--- src/rtl/dual_port_pio.sv ---
`default_nettype none
// ============================================================================
// Module   : dual_port_pio
// Purpose  : Dual-port general-purpose I/O register block. Two independent
//            memory-mapped slave ports (A, B) share one register file holding
//            output data, direction, atomic set/clear, synchronised input
//            sampling, rising-edge capture and a level interrupt.
// Ports    : clk, reset (async, active high)
//            address_x[3:0], writedata_x[31:0], write_x, readdata_x[31:0]
//              for x = a, b (readdata is registered, one-cycle latency)
//            gpio_in[DATA_W-1:0]  asynchronous pin inputs
//            gpio_out / gpio_oe   OUT and DIR registers
//            irq                  |(EDGE_CAP & IRQ_MASK)
// Options  : define PIO_EDGE_IRQ_EN to build the history flop, EDGE_CAP,
//            IRQ_MASK and irq logic; otherwise those addresses read 0 and
//            irq is tied low.
// Revision : 1.0 - initial release
// ============================================================================
module dual_port_pio #(
    parameter int                DATA_W    = 32,
    parameter logic [DATA_W-1:0] OUT_RESET = '0,
    parameter logic [DATA_W-1:0] DIR_RESET = '0
) (
    input  logic              clk,
    input  logic              reset,
    input  logic [3:0]        address_a,
    input  logic [31:0]       writedata_a,
    input  logic              write_a,
    output logic [31:0]       readdata_a,
    input  logic [3:0]        address_b,
    input  logic [31:0]       writedata_b,
    input  logic              write_b,
    output logic [31:0]       readdata_b,
    input  logic [DATA_W-1:0] gpio_in,
    output logic [DATA_W-1:0] gpio_out,
    output logic [DATA_W-1:0] gpio_oe,
    output logic              irq
);

    localparam logic [3:0] c_ADDR_OUT  = 4'd0;
    localparam logic [3:0] c_ADDR_IN   = 4'd1;
    localparam logic [3:0] c_ADDR_DIR  = 4'd2;
    localparam logic [3:0] c_ADDR_MASK = 4'd3;
    localparam logic [3:0] c_ADDR_CAP  = 4'd4;

    localparam logic [3:0] c_ADDR_SET  = 4'd5;
    localparam logic [3:0] c_ADDR_CLR  = 4'd6;

    logic [DATA_W-1:0] out_q, out_d;
    logic [DATA_W-1:0] dir_q, dir_d;
    logic [DATA_W-1:0] s1_q, s2_q;
    logic [31:0]       readdata_a_q, readdata_a_d;
    logic [31:0]       readdata_b_q, readdata_b_d;

    logic [DATA_W-1:0] w_wd_a, w_wd_b;
    logic [DATA_W-1:0] w_set, w_clr;
    logic [DATA_W-1:0] w_mask_rd, w_cap_rd;

    assign w_wd_a = writedata_a[DATA_W-1:0];
    assign w_wd_b = writedata_b[DATA_W-1:0];

    // Set/clear strobes from both ports merge; clear dominates when applied.
    assign w_set = ({DATA_W{write_a && (address_a == c_ADDR_SET)}} & w_wd_a)
                 | ({DATA_W{write_b && (address_b == c_ADDR_SET)}} & w_wd_b);
    assign w_clr = ({DATA_W{write_a && (address_a == c_ADDR_CLR)}} & w_wd_a)
                 | ({DATA_W{write_b && (address_b == c_ADDR_CLR)}} & w_wd_b);

    // A direct OUT write (port A first) overrides any set/clear this cycle.
    always_comb begin
        out_d = (out_q | w_set) & ~w_clr;
        if (write_a && (address_a == c_ADDR_OUT)) begin
            out_d = w_wd_a;
        end else if (write_b && (address_b == c_ADDR_OUT)) begin
            out_d = w_wd_b;
        end
    end

    always_comb begin
        dir_d = dir_q;
        if (write_a && (address_a == c_ADDR_DIR)) begin
            dir_d = w_wd_a;
        end else if (write_b && (address_b == c_ADDR_DIR)) begin
            dir_d = w_wd_b;
        end
    end

`ifdef PIO_EDGE_IRQ_EN
    logic [DATA_W-1:0] s3_q;
    logic [DATA_W-1:0] mask_q, mask_d;
    logic [DATA_W-1:0] cap_q, cap_d;
    logic [DATA_W-1:0] w_w1c, w_new_edge;

    assign w_new_edge = s2_q & ~s3_q;
    assign w_w1c = ({DATA_W{write_a && (address_a == c_ADDR_CAP)}} & w_wd_a)
                 | ({DATA_W{write_b && (address_b == c_ADDR_CAP)}} & w_wd_b);

    always_comb begin
        mask_d = mask_q;
        if (write_a && (address_a == c_ADDR_MASK)) begin
            mask_d = w_wd_a;
        end else if (write_b && (address_b == c_ADDR_MASK)) begin
            mask_d = w_wd_b;
        end
    end

    // New edges are OR'ed in after the clear so a coincident edge is kept.
    always_comb begin
        cap_d = (cap_q & ~w_w1c) | w_new_edge;
    end

    always_ff @(posedge clk or posedge reset) begin
        if (reset) begin
            s3_q   <= '0;
            mask_q <= '0;
            cap_q  <= '0;
        end else begin
            s3_q   <= s2_q;
            mask_q <= mask_d;
            cap_q  <= cap_d;
        end
    end

    assign w_mask_rd = mask_q;
    assign w_cap_rd  = cap_q;
    assign irq       = |(cap_q & mask_q);
`else
    assign w_mask_rd = '0;
    assign w_cap_rd  = '0;
    assign irq       = 1'b0;
`endif

    function automatic logic [31:0] rd_mux(
        input logic [3:0]        addr,
        input logic [DATA_W-1:0] v_out,
        input logic [DATA_W-1:0] v_in,
        input logic [DATA_W-1:0] v_dir,
        input logic [DATA_W-1:0] v_mask,
        input logic [DATA_W-1:0] v_cap
    );
        logic [31:0] v;
        v = '0;
        case (addr)
            c_ADDR_OUT:  v[DATA_W-1:0] = v_out;
            c_ADDR_IN:   v[DATA_W-1:0] = v_in;
            c_ADDR_DIR:  v[DATA_W-1:0] = v_dir;
            c_ADDR_MASK: v[DATA_W-1:0] = v_mask;
            c_ADDR_CAP:  v[DATA_W-1:0] = v_cap;
            default:     v = '0;
        endcase
        return v;
    endfunction

    // Reads sample current register contents, so a read coincident with a
    // write to the same register returns the pre-write value.
    always_comb begin
        readdata_a_d = rd_mux(address_a, out_q, s2_q, dir_q, w_mask_rd, w_cap_rd);
        readdata_b_d = rd_mux(address_b, out_q, s2_q, dir_q, w_mask_rd, w_cap_rd);
    end

    always_ff @(posedge clk or posedge reset) begin
        if (reset) begin
            out_q        <= OUT_RESET;
            dir_q        <= DIR_RESET;
            s1_q         <= '0;
            s2_q         <= '0;
            readdata_a_q <= '0;
            readdata_b_q <= '0;
        end else begin
            out_q        <= out_d;
            dir_q        <= dir_d;
            s1_q         <= gpio_in;
            s2_q         <= s1_q;
            readdata_a_q <= readdata_a_d;
            readdata_b_q <= readdata_b_d;
        end
    end

    assign readdata_a = readdata_a_q;
    assign readdata_b = readdata_b_q;
    assign gpio_out   = out_q;
    assign gpio_oe    = dir_q;

endmodule
`default_nettype wire

--- config.mk ---
export PLATFORM = sky130hd
export DESIGN_NAME = dual_port_pio
export DESIGN_NICKNAME = d
export VERILOG_FILES = /design/src/rtl/dual_port_pio.sv
export SDC_FILE = /design/constraint.sdc
export NUM_CORES = 1
export LEC_CHECK = 0
export BUFFER_PORTS_ARGS = -buffer_cell sky130_fd_sc_hd__buf_2
export CAP_MARGIN = 20
export CORE_MARGIN = 2
export CORE_UTILIZATION = 38
export CTS_CLUSTER_DIAMETER = 150
export DETAILED_ROUTE_END_ITERATION = 7
export PLACE_DENSITY_LB_ADDON = 0.12
export SETUP_SLACK_MARGIN = 0.15
export SYNTH_ARGS = -nofsm -noshare
export SYNTH_HDL_FRONTEND = slang
export SYNTH_SLANG_ARGS = --single-unit
--- constraint.sdc ---
create_clock -name clk -period 8 [get_ports clk]
set_input_delay 1.2 -clock clk [delete_from_list [all_inputs] [get_ports clk]]
set_output_delay 1.2 -clock clk [all_outputs]
set_load 0.1 [all_outputs]
# [Word level (Yosys, flattened, before mapping)]
# Cells that the tools add are included.
[word_totals] reg_bits=192 inputBits=108
[classes] mux=6 bitwise_logic=9 reduce_logical=11 eq_ne=8
[ops] cell="32-bit one-hot mux with 3 select lines" count=2
[ops] cell="32-bit bitwise AND" count=5
[ops] cell="32-bit 2-to-1 mux" count=4
[ops] cell="32-bit bitwise OR" count=3
[ops] cell="32-bit NOT" count=1
[ops] cell="4-bit by 3-bit equality test with 1-bit output (second input constant)" count=4
[ops] cell="4-bit by 1-bit equality test with 1-bit output (second input constant)" count=2
[ops] cell="4-bit by 2-bit equality test with 1-bit output (second input constant)" count=2
[ops] cell="1-bit logical AND" count=8
[ops] cell="4-bit zero test" count=2
[ops] cell="2-bit nonzero test" count=1

# [Depth between registers and ports, before layout]
[logic_depth] depth_word=8 ltp_mapped=7 mapped_depth_nobuf=4

# [Worst setup path before layout]
# No wires, ideal clock.
[synth_path] kind="input to register" startpoint="in address_b[2]" endpoint="reg dir_q[0], in the netlist gpio_oe[0]" setup_slack_ns=5.596 cell_stages=6 n_path_buf=2 t_arrival_ns=2.326 required_ns=7.922 path_cell_list="buf_2 -> nor4b_4 -> nand2_1 -> buf_2 -> mux2i_1 -> o21ai_1"
[synth_between] elab_chain_len=3
[synth_lines] element="start, declared" line="30" source="input logic [3:0] address_b,"
[synth_lines] element="4-bit by 2-bit equality test with 1-bit output" line="82" source="end else if (write_b && (address_b == c_ADDR_DIR)) begin"
[synth_lines] element="1-bit logical AND" line="82"
[synth_lines] element="2-bit nonzero test (no source line)"
[synth_lines] element="end signal, assigned" line="170" source="dir_q <= dir_d;"
[synth_lines] element="end, declared" line="50" source="logic [DATA_W-1:0] dir_q, dir_d;"
# Every way passes these cells.
# A chain may end at the register's enable or synchronous reset.

# [Final worst setup path]
[layout_path] startpoint="in address_b[2]" endpoint="reg readdata_b_q[10], in the netlist readdata_b[10]"
[layout_between] elab_chain_len=2 elab_cells_between_ends=4 cone_classes="eq/ne (2); mux (1); reduce/logical (1)"
[layout_lines] element="4-bit by 2-bit equality test with 1-bit output, or another cell as far along" line="142" source="case (addr)"
[layout_lines] element="32-bit one-hot mux with 3 select lines (*)" line="142"
[layout_lines] element="named net readdata_b_d[10]" line="53" source="logic [31:0] readdata_b_q, readdata_b_d;"
[layout_lines] element="end signal, assigned" line="174" source="readdata_b_q <= readdata_b_d;"
[layout_lines] element="end, declared" line="53"
# Mark *: on every way through the listed nets, which the timed path passes. The rest lies on a longest branch.

==> impl_metrics.py <==
metrics = {
    "outcome": {
        "status": "finished, final reports clean",
    },
    "clock_tree": {
        "h-tree-depth": 4,
        "clkTransAtPathRegs_ns": 0.07,
        "cts-resized-gates": 0,
        "clk_latency_ns": 0.44,
        "clock_path_buffers": 2,
        "cts-hold-fix-buffers": 0,
        "cts_tree": "done",
        "post-cts-setup-buffer-count": 0,
        "numCtsBuffers": 17,
        "clock-sinks": 192,
        "clockRootBuffer": "clkbuf_16",
    },
    "grt": {
        "grt_use_total_pct": 23.3,
        "grt_pass1_vias": 7129,
        "antenna_found_initial": 1,
        "grt_overflow": 0,
        "grt_pass1_wl_um": 40900,
        "grt_start_max_net_pins": 123,
    },
    "floorplan": {
        "die_height_um": 151,
        "initial_utilization_pct": 39.0,
        "coreArea_um2": 21200,
        "io_pins": 237,
        "std_cell_rows": 53,
        "dieArea_um2": 22900,
        "die_w_um": 151,
    },
    "timing": {
        "max_freq_ghz": 0.309,
        "fin_crit_ns": 3.24,
        "setup_viol": 0,
        "rsz0062_at_grt": "no",
        "finalMaxSlewViolations": 0,
        "fin_ws_ns": 4.76,
        "fin_crit_sh_pct": 40.4,
        "finalHoldViolCount": 0,
        "finalSetupTns_ns": 0,
        "tightest_slew_ns": 0.992,
        "finClkSkew_ns": 0.00886,
        "slew_headroom_pct": 33.6,
    },
    "cells_and_area": {
        "multi_input_area_um2": 2920,
        "ff_latch_area_um2": 4800,
        "final_layout_size_suffix_gt1_share_pct": 31.4,
        "mostFrequentLayoutCell": "buf_2",
        "layout_common_cells": "buf_2, dfrtp_1, a222oi_1, inv_1, o21ai_1",
        "fin_area_um2": 10200,
        "area_delta_synth_final_pct": 23.5,
        "fin_nets": 1035,
        "fin_util_pct": 48.2,
        "n_fill_cell": 1971,
    },
    "critical_path": {
        "crit_chain": "buf_2, or2_2, nor3_4, buf_4, a222oi_1, inv_1",
        "path_max_fanout": 35,
        "cp.arrival_ns": 3.55,
        "crit_path_end_kind": "flop",
        "cp_top_family": "simple AND/OR/NAND/NOR gates",
        "criticalPathCategory": "input pin to flop",
        "critPathRequiredTime_ns": 8.31,
        "rrSetupSlack_ns": 7.01,
        "cp.buffers_inverters": 3,
        "worst_path_max_delay_cell": "or2_2",
        "max_stage_delay_ns": 0.83,
        "critPathLaunchType": "input pin",
    },
    "logic_synthesis": {
        "netlist-cell-type-count": 32,
        "ys_ff_latch": 192,
        "yosys_warnings": 0,
        "synth-xor-area-share_pct": 0,
        "postSynthAreaPerCell_um2": 11.3,
        "synth_fa_ha_area_share_pct": 0,
        "synth_top_family_by_area": "compound AO/OA/AOI/OAI gates",
        "synth_compound_area_share_pct": 22.8,
        "ys_seq_area_share_pct": 58.2,
        "synth_area_um2": 8250,
        "synth_nets": 840,
        "synth_mux_area_share_pct": 3.88,
        "synth_cells": 732,
        "synthSimpleGateAreaFrac_pct": 7.87,
    },
    "run": {
        "maxCapViolCount": 0,
    },
    "routing": {
        "ant_nets": 0,
        "drt_first_iter_violations": 767,
        "drt_wl_total_um": 26700,
        "drc": 0,
        "avgRoutedWirePerCell_um": 22.0,
        "via_per_inst": 5.84,
        "dr.pass1.iters": 7,
        "vias": 7107,
    },
    "power_and_ir_drop": {
        "cellPowerDensity_nw_per_um2": 314,
        "power_uw": 3200,
        "leakage_uw": 0.00569,
        "vdd_ir_drop_max_mv": 0.154,
    },
    "placement": {
        "post-dp-hpwl_um": 16000,
        "gp_congestion": 0.765,
        "portBuffers": 235,
        "place_area_um2": 9590,
        "place_worst_setup_slack_ns": 4.30,
    },
    "worst_hold_path": {
        "hold_class": "flop to flop",
    },
}
Yosys cell counts:
cell type | n | area (um2)
a222oi_1 | 64 | 641
nor4_2 | 1 | 12.5
nor3_2 | 1 | 10.0
nand2_1 | 35 | 131
nor4b_2 | 2 | 30.0
and3_1 | 32 | 200
inv_1 | 65 | 244
buf_2 | 31 | 155
nor2_2 | 1 | 6.26
nor4b_4 | 1 | 23.8
nor3b_2 | 2 | 25.0
a211o_1 | 32 | 280
nand3_1 | 32 | 160
nand3b_1 | 1 | 7.51
or3b_1 | 1 | 8.76
nor3_1 | 1 | 5.00
o21ai_0 | 2 | 10.0
a21oi_1 | 32 | 160
o21ai_1 | 62 | 310
a31oi_1 | 32 | 200
nand2b_1 | 1 | 6.26
a221oi_1 | 32 | 280
dfrtp_1 | 192 | 4800
clkbuf_2 | 2 | 10.0
or2_1 | 1 | 6.26
buf_4 | 10 | 75.1
nor2_1 | 1 | 3.75
and2_1 | 2 | 12.5
conb_1 | 1 | 3.75
mux2i_1 | 32 | 320
buf_1 | 1 | 3.75
clkbuf_1 | 27 | 101
sequential cells by signal (all words and copies together) (netlist names):
| name | flops |
|---|---|
| readdata_a | 32 |
| readdata_b | 32 |
| s2_q | 32 |
| gpio_out | 32 |
| gpio_oe | 32 |
| s1_q | 32 |
cell families (layout without fill, tap and decap cells):
kind of cell	after synthesis	count (layout)
AO/OA/AOI/OAI	256	256
buffers and inverters	136	344
flip-flops	192	192
multiplexers	32	32
other	1	2
AND/OR/NAND/NOR	115	115
per-stage QoR:
stage | hold WS, ns | instances
after floorplan | 0.331 | 732
after global placement | 0.331 | 1183
after detailed placement | 0.335 | 1183
after CTS | 0.352 | 1215
after global routing | 0.358 | 1215
final | 0.350 | 1216
area by class of cell:
class,count,area share (%)
flip-flops and latches,192,47.2
multi-input cells,404,28.7
repair buffers,247,12.4
clock buffers,19,4.45
well taps,275,3.38
inverters,65,2.47
clock inverters,13,1.41
diodes,1,0.0246
path summary, 6_finish.rpt:
check                              from              to  depth (start not counted)
min reg2reg                     s1_q[0]         s2_q[0]                          0
max in group asynchronous         reset     gpio_oe[23]                          3
max                        address_b[2]  readdata_b[10]                          6
max reg2reg                 gpio_oe[23]  readdata_a[23]                          2
min                             s1_q[0]         s2_q[0]                          0
min in group asynchronous         reset   readdata_b[4]                          2
metal layers:
layer | up-vias | track usage (%) | wire [um]
li1 | 3168 | - | -
met1 | 3586 | 31.4 | 11600
met2 | 336 | 38.8 | 13100
met3 | 17 | 5.03 | 1940
met4 | 0 | 5.14 | 177
met5 | - | 0 | 0
report_power, final:
group          internal, uW  switching, uW
Combinational           175            949
Clock                   460            414
Sequential             1090            114
No activity file was read; power rests on OpenSTA's default activity.
